--- config.mk ---
export PLATFORM = sky130hd
export DESIGN_NAME = subservient_dbg_loader
export DESIGN_NICKNAME = d
export VERILOG_FILES = /design/src/rtl/subservient_dbg_loader.sv
export SDC_FILE = /design/constraint.sdc
export NUM_CORES = 1
export LEC_CHECK = 0
export CAP_MARGIN = 20
export CORE_MARGIN = 2
export CORE_UTILIZATION = 30
export DETAILED_ROUTE_END_ITERATION = 12
export PLACE_DENSITY = 0.56
export SETUP_SLACK_MARGIN = 0.02
export SYNTH_ARGS = -nofsm -noshare
export SYNTH_HDL_FRONTEND = slang
export SYNTH_SLANG_ARGS = --single-unit
--- constraint.sdc ---
create_clock -name i_clk -period 4.3 [get_ports i_clk]
set_input_delay 0.645 -clock i_clk [delete_from_list [all_inputs] [get_ports i_clk]]
set_output_delay 0.645 -clock i_clk [all_outputs]
set_load 0.05 [all_outputs]
--- src/rtl/subservient_dbg_loader.sv ---
// subservient_dbg_loader: byte-stream command frames to Wishbone debug cycles.
// Optional bus timeout enabled by defining SUBSERVIENT_LOADER_TIMEOUT_EN.
`timescale 1ns/1ps
module subservient_dbg_loader #(
   parameter bit DEBUG_AT_RESET = 1'b1,
   parameter int TIMEOUT        = 255
) (
   input  logic        i_clk,
   input  logic        i_rst,
   input  logic [7:0]  i_rx_data,
   input  logic        i_rx_valid,
   output logic        o_rx_ready,
   output logic [7:0]  o_tx_data,
   output logic        o_tx_valid,
   input  logic        i_tx_ready,
   output logic        o_debug_mode,
   output logic [31:0] o_wb_dbg_adr,
   output logic [31:0] o_wb_dbg_dat,
   output logic [3:0]  o_wb_dbg_sel,
   output logic        o_wb_dbg_we,
   output logic        o_wb_dbg_stb,
   input  logic [31:0] i_wb_dbg_rdt,
   input  logic        i_wb_dbg_ack
);

   localparam logic [7:0] CMD_W = 8'h57;
   localparam logic [7:0] CMD_R = 8'h52;
   localparam logic [7:0] CMD_G = 8'h47;
   localparam logic [7:0] CMD_D = 8'h44;

   typedef enum logic [2:0] {
      S_IDLE, S_ADDR, S_DATA, S_BUS, S_RESP
   } state_t;

   state_t      state;
   state_t      state_nxt;
   logic [1:0]  cnt;
   logic [31:0] rsp;
   logic        rx_acc;
   logic        tx_acc;
   logic        ack;
   logic        expire;
   logic        last;
   logic        is_rw;

   assign rx_acc       = i_rx_valid & o_rx_ready;
   assign tx_acc       = o_tx_valid & i_tx_ready;
   assign o_wb_dbg_stb = (state == S_BUS);
   assign o_tx_valid   = (state == S_RESP);
   assign o_tx_data    = rsp[7:0];
   assign o_wb_dbg_sel = 4'hF;
   assign ack          = o_wb_dbg_stb & i_wb_dbg_ack;
   assign is_rw        = (i_rx_data == CMD_W) | (i_rx_data == CMD_R);
   // a write answers with one byte, a read with four
   assign last         = o_wb_dbg_we | (cnt == 2'd3);

`ifdef SUBSERVIENT_LOADER_TIMEOUT_EN
   localparam int TW = ($clog2(TIMEOUT + 1) > 8) ? $clog2(TIMEOUT + 1) : 8;
   logic [TW-1:0] tcnt;

   // count cycles spent with stb high
   always_ff @(posedge i_clk or posedge i_rst) begin
      if (i_rst)
         tcnt <= '0;
      else if (state == S_BUS)
         tcnt <= tcnt + 1'b1;
      else
         tcnt <= '0;
   end

   assign expire = (state == S_BUS) & (tcnt == TW'(TIMEOUT - 1));
`else
   // no counter: a legal TIMEOUT is never below 1, so this never expires
   assign expire = (TIMEOUT < 1);
`endif

   // state register
   always_ff @(posedge i_clk or posedge i_rst) begin
      if (i_rst)
         state <= S_IDLE;
      else
         state <= state_nxt;
   end

   // next-state logic
   always_comb begin
      state_nxt = state;
      unique case (state)
         S_IDLE:
            if (rx_acc && is_rw)
               state_nxt = S_ADDR;
         S_ADDR:
            if (rx_acc && cnt == 2'd3)
               state_nxt = o_wb_dbg_we ? S_DATA : S_BUS;
         S_DATA:
            if (rx_acc && cnt == 2'd3)
               state_nxt = S_BUS;
         S_BUS:
            if (ack || expire)
               state_nxt = S_RESP;
         S_RESP:
            if (tx_acc && last)
               state_nxt = S_IDLE;
         default:
            state_nxt = S_IDLE;
      endcase
   end

   // frame capture, response shifting and debug-mode control
   always_ff @(posedge i_clk or posedge i_rst) begin
      if (i_rst) begin
         o_rx_ready   <= 1'b0;
         o_wb_dbg_we  <= 1'b0;
         o_wb_dbg_adr <= '0;
         o_wb_dbg_dat <= '0;
         o_debug_mode <= DEBUG_AT_RESET;
         cnt          <= '0;
         rsp          <= '0;
      end else begin
         o_rx_ready <= (state_nxt == S_IDLE) | (state_nxt == S_ADDR) |
                       (state_nxt == S_DATA);
         if (state_nxt != state)
            cnt <= '0;
         else if ((rx_acc && state != S_IDLE) || tx_acc)
            cnt <= cnt + 2'd1;
         if (state == S_IDLE && rx_acc) begin
            if (is_rw)
               o_wb_dbg_we <= (i_rx_data == CMD_W);
            if (i_rx_data == CMD_G)
               o_debug_mode <= 1'b0;
            if (i_rx_data == CMD_D)
               o_debug_mode <= 1'b1;
         end
         if (state == S_ADDR && rx_acc)
            o_wb_dbg_adr[{cnt, 3'b000} +: 8] <= i_rx_data;
         if (state == S_DATA && rx_acc)
            o_wb_dbg_dat[{cnt, 3'b000} +: 8] <= i_rx_data;
         if (state == S_BUS) begin
            if (ack)
               rsp <= o_wb_dbg_we ? 32'h0000_004B : i_wb_dbg_rdt;
            else if (expire)
               rsp <= o_wb_dbg_we ? 32'h0000_0045 : 32'hFFFF_FFFF;
         end else if (tx_acc) begin
            rsp <= {8'h00, rsp[31:8]};
         end
      end
   end

endmodule

# ---- Word-level counts from Yosys, hierarchy flattened
# Cells that the tools add are included.
# Widths: inputs -> output; s select.
dict set report op_classes {
  reduce_logical 17
  n_addsub 2
  n_shift 2
  eq_ne 13
  bitwise_logic 7
  n_mux 17
}
# cell count
set op_table {}
lappend op_table {{$mux 32} 4}
lappend op_table {{$bwmux 32} 2}
lappend op_table {{$eq 8x7->1 const B} 4}
lappend op_table {{$shift 8x7->32 const A} 1}
lappend op_table {{$shiftx 8x7->32} 1}
lappend op_table {{$mux 3} 5}
lappend op_table {{$pmux 3 s5} 1}
lappend op_table {{$eq 3x2->1 const B} 3}
lappend op_table {{$logic_and 1x1->1} 7}
lappend op_table {{$neg 5->7} 1}
lappend op_table {{$eq 3x1->1 const B} 2}
lappend op_table {{$logic_not 3->1} 2}
lappend op_table {{$reduce_and 2->1} 3}
lappend op_table {{$reduce_bool 2->1} 3}
lappend op_table {{$mux 2} 2}
lappend op_table {{$or 1x1->1} 4}
lappend op_table {{$and 1x1->1} 3}
lappend op_table {{$eq 3x3->1 const B} 1}
lappend op_table {{$mux 1} 3}
lappend op_table {{$ne 3x3->1} 1}
lappend op_table {{$reduce_bool 3->1} 1}
lappend op_table {{$add 2x1->2 const B} 1}
lappend op_table {{$eq 2x2->1 const B} 1}
lappend op_table {{$ne 2x1->1 const B} 1}
lappend op_table {{$logic_or 1x1->1} 1}
dict set report totals {
  output_inout_bits 81
  elab_cells 66
  regBits 104
  inputBits 45
}

# ---- Depth between registers and ports, before layout
dict set report logic_depth {
  word_depth 8
  ltp_mapped 7
  ltp_nobuf 5
}

# ---- Worst setup path after synthesis
# No wires, ideal clock.
dict set report synth_path {
  kind {reg2out}
  from {register state[0]}
  to {output o_tx_valid}
  path_buffers 1
  required_ns 3.655
  t_arrival_ns 1.668
  setup_slack_ns 1.987
  path_stages_with_launch 3
  path_cell_list {dfrtp_1 -> buf_4 -> nor3_1}
}
dict set report synth_between {
  elab_chain_cells 1
}
# item line_no
set synth_rtl {}
lappend synth_rtl {{start: declaration} 35} ;# state_t state;
lappend synth_rtl {{start signal: assignment} 82} ;# state <= state_nxt;
lappend synth_rtl {{$eq 3x3->1} 49} ;# assign o_tx_valid = (state == S_RESP);
lappend synth_rtl {{end: declaration} 14} ;# output logic o_tx_valid,
# Every way passes these cells.

# ---- Final worst setup path
dict set report layout_path {
  from {register state[2]}
  to {output o_wb_dbg_stb}
}
dict set report layout_between {
  elab_chain_cells 1
}
# item line_no
set layout_rtl {}
lappend layout_rtl {{$eq 3x2->1} 48} ;# assign o_wb_dbg_stb = (state == S_BUS);
lappend layout_rtl {{end: declaration} 21} ;# output logic o_wb_dbg_stb,
# Every way passes these cells.

==> results by group <==
Place
  – Detailed-placement wirelength estimate: between 8000 and 9000 µm
  – Weighted congestion at the end of routability-driven global placement: about 0.78
  – Count of buffers from port buffering: approximately 120

Synth
  – Syn. warnings: 0
  – Top area cells in the synthesized netlist: dfrtp_1, mux2_2, nor3b_1
  – Unique cell type count in the Yosys netlist: between 40 and 50
  – Sequential-to-total area share from yosys stat: 54.6%
  – Share of flip-flops with an asynchronous set or reset: 100%
  – Register bit count reported by yosys: approximately 100
  – Cell area after synthesis: 4770 µm²
  – Proportion of netlist area held by the largest area contributor: 54.0%
  – Synth Flop Type: dfrtp_1
  – Number of flops mapped to enable cells by yosys: 0
  – Cell type contributing the most total cell area after synthesis: dfrtp_1
  – Post-synthesis area per instance: between 10 and 15 µm²
  – Number of standard cells after synthesis: 420

Pwr
  – Worst ir drop on vdd: approximately 0.25 mV
  – Static leakage: around 2.7 nW
  – Clock Power Share: about a quarter
  – Net switching power: roughly 1.2 mW
  – Switching part of the total power: around two fifths
  – Power share of the sequential group: roughly two fifths
  – Power per standard cell area: just under 500 nW/µm²
  – Internal power: roughly 1.9 mW
  – Relative contribution of combinational cells to total power: roughly 37%

Clock network
  – Number of buffers created by CTS: 9
  – Clock insertion delay at the later pin of the skew report: between 0.3 and 0.4 ns
  – CTS tree: built
  – Clk pin slew, worst setup/hold paths: 0.07 ns
  – Number of buffers on the longest clock path: 2
  – Clock sinks: about 100
  – Count of buffers added by post-CTS timing repair for setup: 0
  – Max H-tree Level: 3
  – Hold buffer count at cts: 0
  – Count of instances resized after the clock tree is built: 0
  – CTS Root Cell: clkbuf_16

Timing
  – Fin Clk Skew: about 0.0074 ns
  – Transition time at the pin with the least slew margin: ~0.90 ns
  – Fin. Hold Viols: 0
  – Ratio of final minimum period to clock period: approximately 72%
  – Unrepaired setup endpoints after global routing: no
  – Max-slew headroom: around 40%
  – Number of pins with negative max-slew slack in the final report: 0
  – Final-layout worst hold slack: around 0.48 ns
  – Fin crit period: between 3 and 4 ns
  – Final setup vio count: 0
  – Setup total negative slack: 0 ns
  – Fmax: between 0.3 and 0.4 GHz

GRT
  – Remaining global-route overflow: 0
  – First-pass GRT wire length: about 19000 µm
  – Maximum number of pins on one net before global-route repair: 86
  – Antenna violations before repair: 0
  – Vias in the first global route: 3484
  – GRT Util Overall: 14.3%

Min path
  – Tightest Hold Check Type: reg -> reg

Job
  – Count of max-cap constraint violations: 0

Worst setup path
  – Worst-path fanout max: between 40 and 50
  – Series of cell instances along the critical path: nand3b_1 -> buf_4 -> inv_1 -> clkdlybuf4s50_1
  – Crit path capture type: primary output
  – Classification of the worst setup path: reg -> out
  – Crit-path slowest cell: clkdlybuf4s50_1
  – Arrival time of the worst setup path: between 2 and 2.5 ns
  – Startpoint type of the worst setup path: flop
  – Required @ worst endpoint: 3.65 ns
  – Crit-path max cell delay: approximately 0.86 ns

Drt
  – DR top layer: met4
  – Residual DRC count: 0
  – Router iterations before antenna repair: 4
  – DR WL met3: about 770 µm
  – Drt total wl: 11700 µm
  – Met2 wire len: about 5400 µm
  – Antenna Violating Nets Remaining: 0
  – Wire length per cell: between 15 and 20 µm
  – Initial detailed-routing violation count: approximately 270
  – WL met1: roughly 5400 µm
  – Total number of vias: approximately 3500
  – Number of vias per cell after detailed routing: 4.66

Die
  – Die height: roughly 130 µm
  – Die Footprint: 16900 µm²
  – Top-level port count: between 100 and 150
  – Core Area: 15700 µm²
  – Die X-Extent: around 130 µm
  – Initial Utilization: a little under a third
  – Count of standard-cell rows: 46

Final layout
  – Diode insertion count for antenna repair: 0
  – Fraction of final layout cells sized beyond drive strength 1: between 15 and 20%
  – Most common library cell in the layout ignoring fill and taps: clkdlybuf4s50_1
  – Area overhead of the layout relative to synthesis: 34.4%
  – Highest-count cells in the layout ignoring fill and taps: clkdlybuf4s50_1, dfrtp_1, mux2_2
  – Number of nets at the end of the flow: 579

Outcome
  – Result of the run: complete, no violations
[worst max-delay path, delay by kind of cell (launching register included)]
| kind | cells | cell delay, ns |
|---|---|---|
| flip-flops | 1 | 0.50 |
| AND/OR/NAND/NOR | 1 | 0.21 |
| buffers and inverters | 3 | 1.42 |
[state kept, by name, indices dropped and copies added, names as in the netlist]
name and flops:
rsp 32, o_wb_dbg_adr 32, o_wb_dbg_we 1, o_rx_ready 1, o_debug_mode 1, cnt 2
state 3, o_wb_dbg_dat 32
[power groups by stage]
stage | Sequential (mW) | Clock, mW | Combinational, mW
global placement | 1.23 | 0 | 1.12
floorplan | 1.58 | 0 | 0.411
global route | 1.24 | 0.825 | 1.20
detailed placement | 1.24 | 0 | 1.13
CTS | 1.22 | 0.770 | 1.14
finish | 1.22 | 0.745 | 1.13
[cells by family (layout without fill, tap and decap cells)]
| logic type | count (synthesis) | in the layout | synth area share, % |
|---|---|---|---|
| DFF | 104 | 104 | 54.6 |
| AOI/OAI and AO/OA | 81 | 81 | 10.4 |
| muxes | 55 | 55 | 13.0 |
| xor gates and xnor gates | 2 | 2 | 0.367 |
| and+or+nand+nor | 132 | 132 | 15.8 |
| adders and majority gates | 5 | 5 | 1.31 |
| buffers and inverters | 40 | 151 | 4.49 |
| other | 1 | 4 | 0.0786 |
[area by class of cell]
type / instances / area (µm²)
tap: 216 / 270
clock inverter: 5 / 33.8
inverter: 8 / 32.5
fill: 1526 / 9300
multi-input combinational: 279 / 1960
sequential: 104 / 2600
timing repair buffer: 127 / 1280
clock buffer: 11 / 233
[worst paths after layout]
path | from | to | slack (ns) | cells past startpoint
min | rsp[14]$_DFFE_PP0P_ | rsp[14]$_DFFE_PP0P_ | 0.48 | 2
max in group asynchronous | i_rst | o_wb_dbg_dat[2]$_DFFE_PP0P_ | 2.71 | 4
min in group asynchronous | i_rst | rsp[11]$_DFFE_PP0P_ | 0.67 | 2
max reg2reg | state[2]$_DFF_PP0_ | rsp[28]$_DFFE_PP0P_ | 1.78 | 6
min reg2reg | rsp[14]$_DFFE_PP0P_ | rsp[14]$_DFFE_PP0P_ | 0.48 | 2
max | state[2]$_DFF_PP0_ | o_wb_dbg_stb | 1.18 | 4
[synth_stat cells, drive strengths merged, types with 2 or more instances]
library cell,number
a22o,11
mux2,54
or3,4
a21oi,23
xnor2,2
nand2,51
nor2,4
ha,5
and2,25
buf,23
nand4,4
o21ai,40
and4,2
clkbuf,9
nor3,8
dfrtp,103
inv,8
nor4b,2
nor3b,24
and3,3
nor4,2
[stage by stage]
step	instance area, µm²	power, mW	setup WS (ns)	cells	utilization, %
after floorplan	4780	1.99	0.924	423	-
after global placement	6120	2.35	1.57	733	38.9
after detailed placement	6120	2.37	1.54	733	38.9
after CTS	6380	3.13	1.15	749	40.6
after global routing	6410	3.27	1.03	750	40.8
final	6410	3.09	1.18	750	40.8
[per-layer routing]
| layer | global-route usage (%) | vias to the layer above |
|---|---|---|
| met1 | 18.8 | 1702 |
| met4 | 4.17 | 0 |
| li1 | - | 1678 |
| met5 | 0 | - |
| met3 | 4.43 | 9 |
| met2 | 22.8 | 103 |
(Power assumes the default switching activity.)
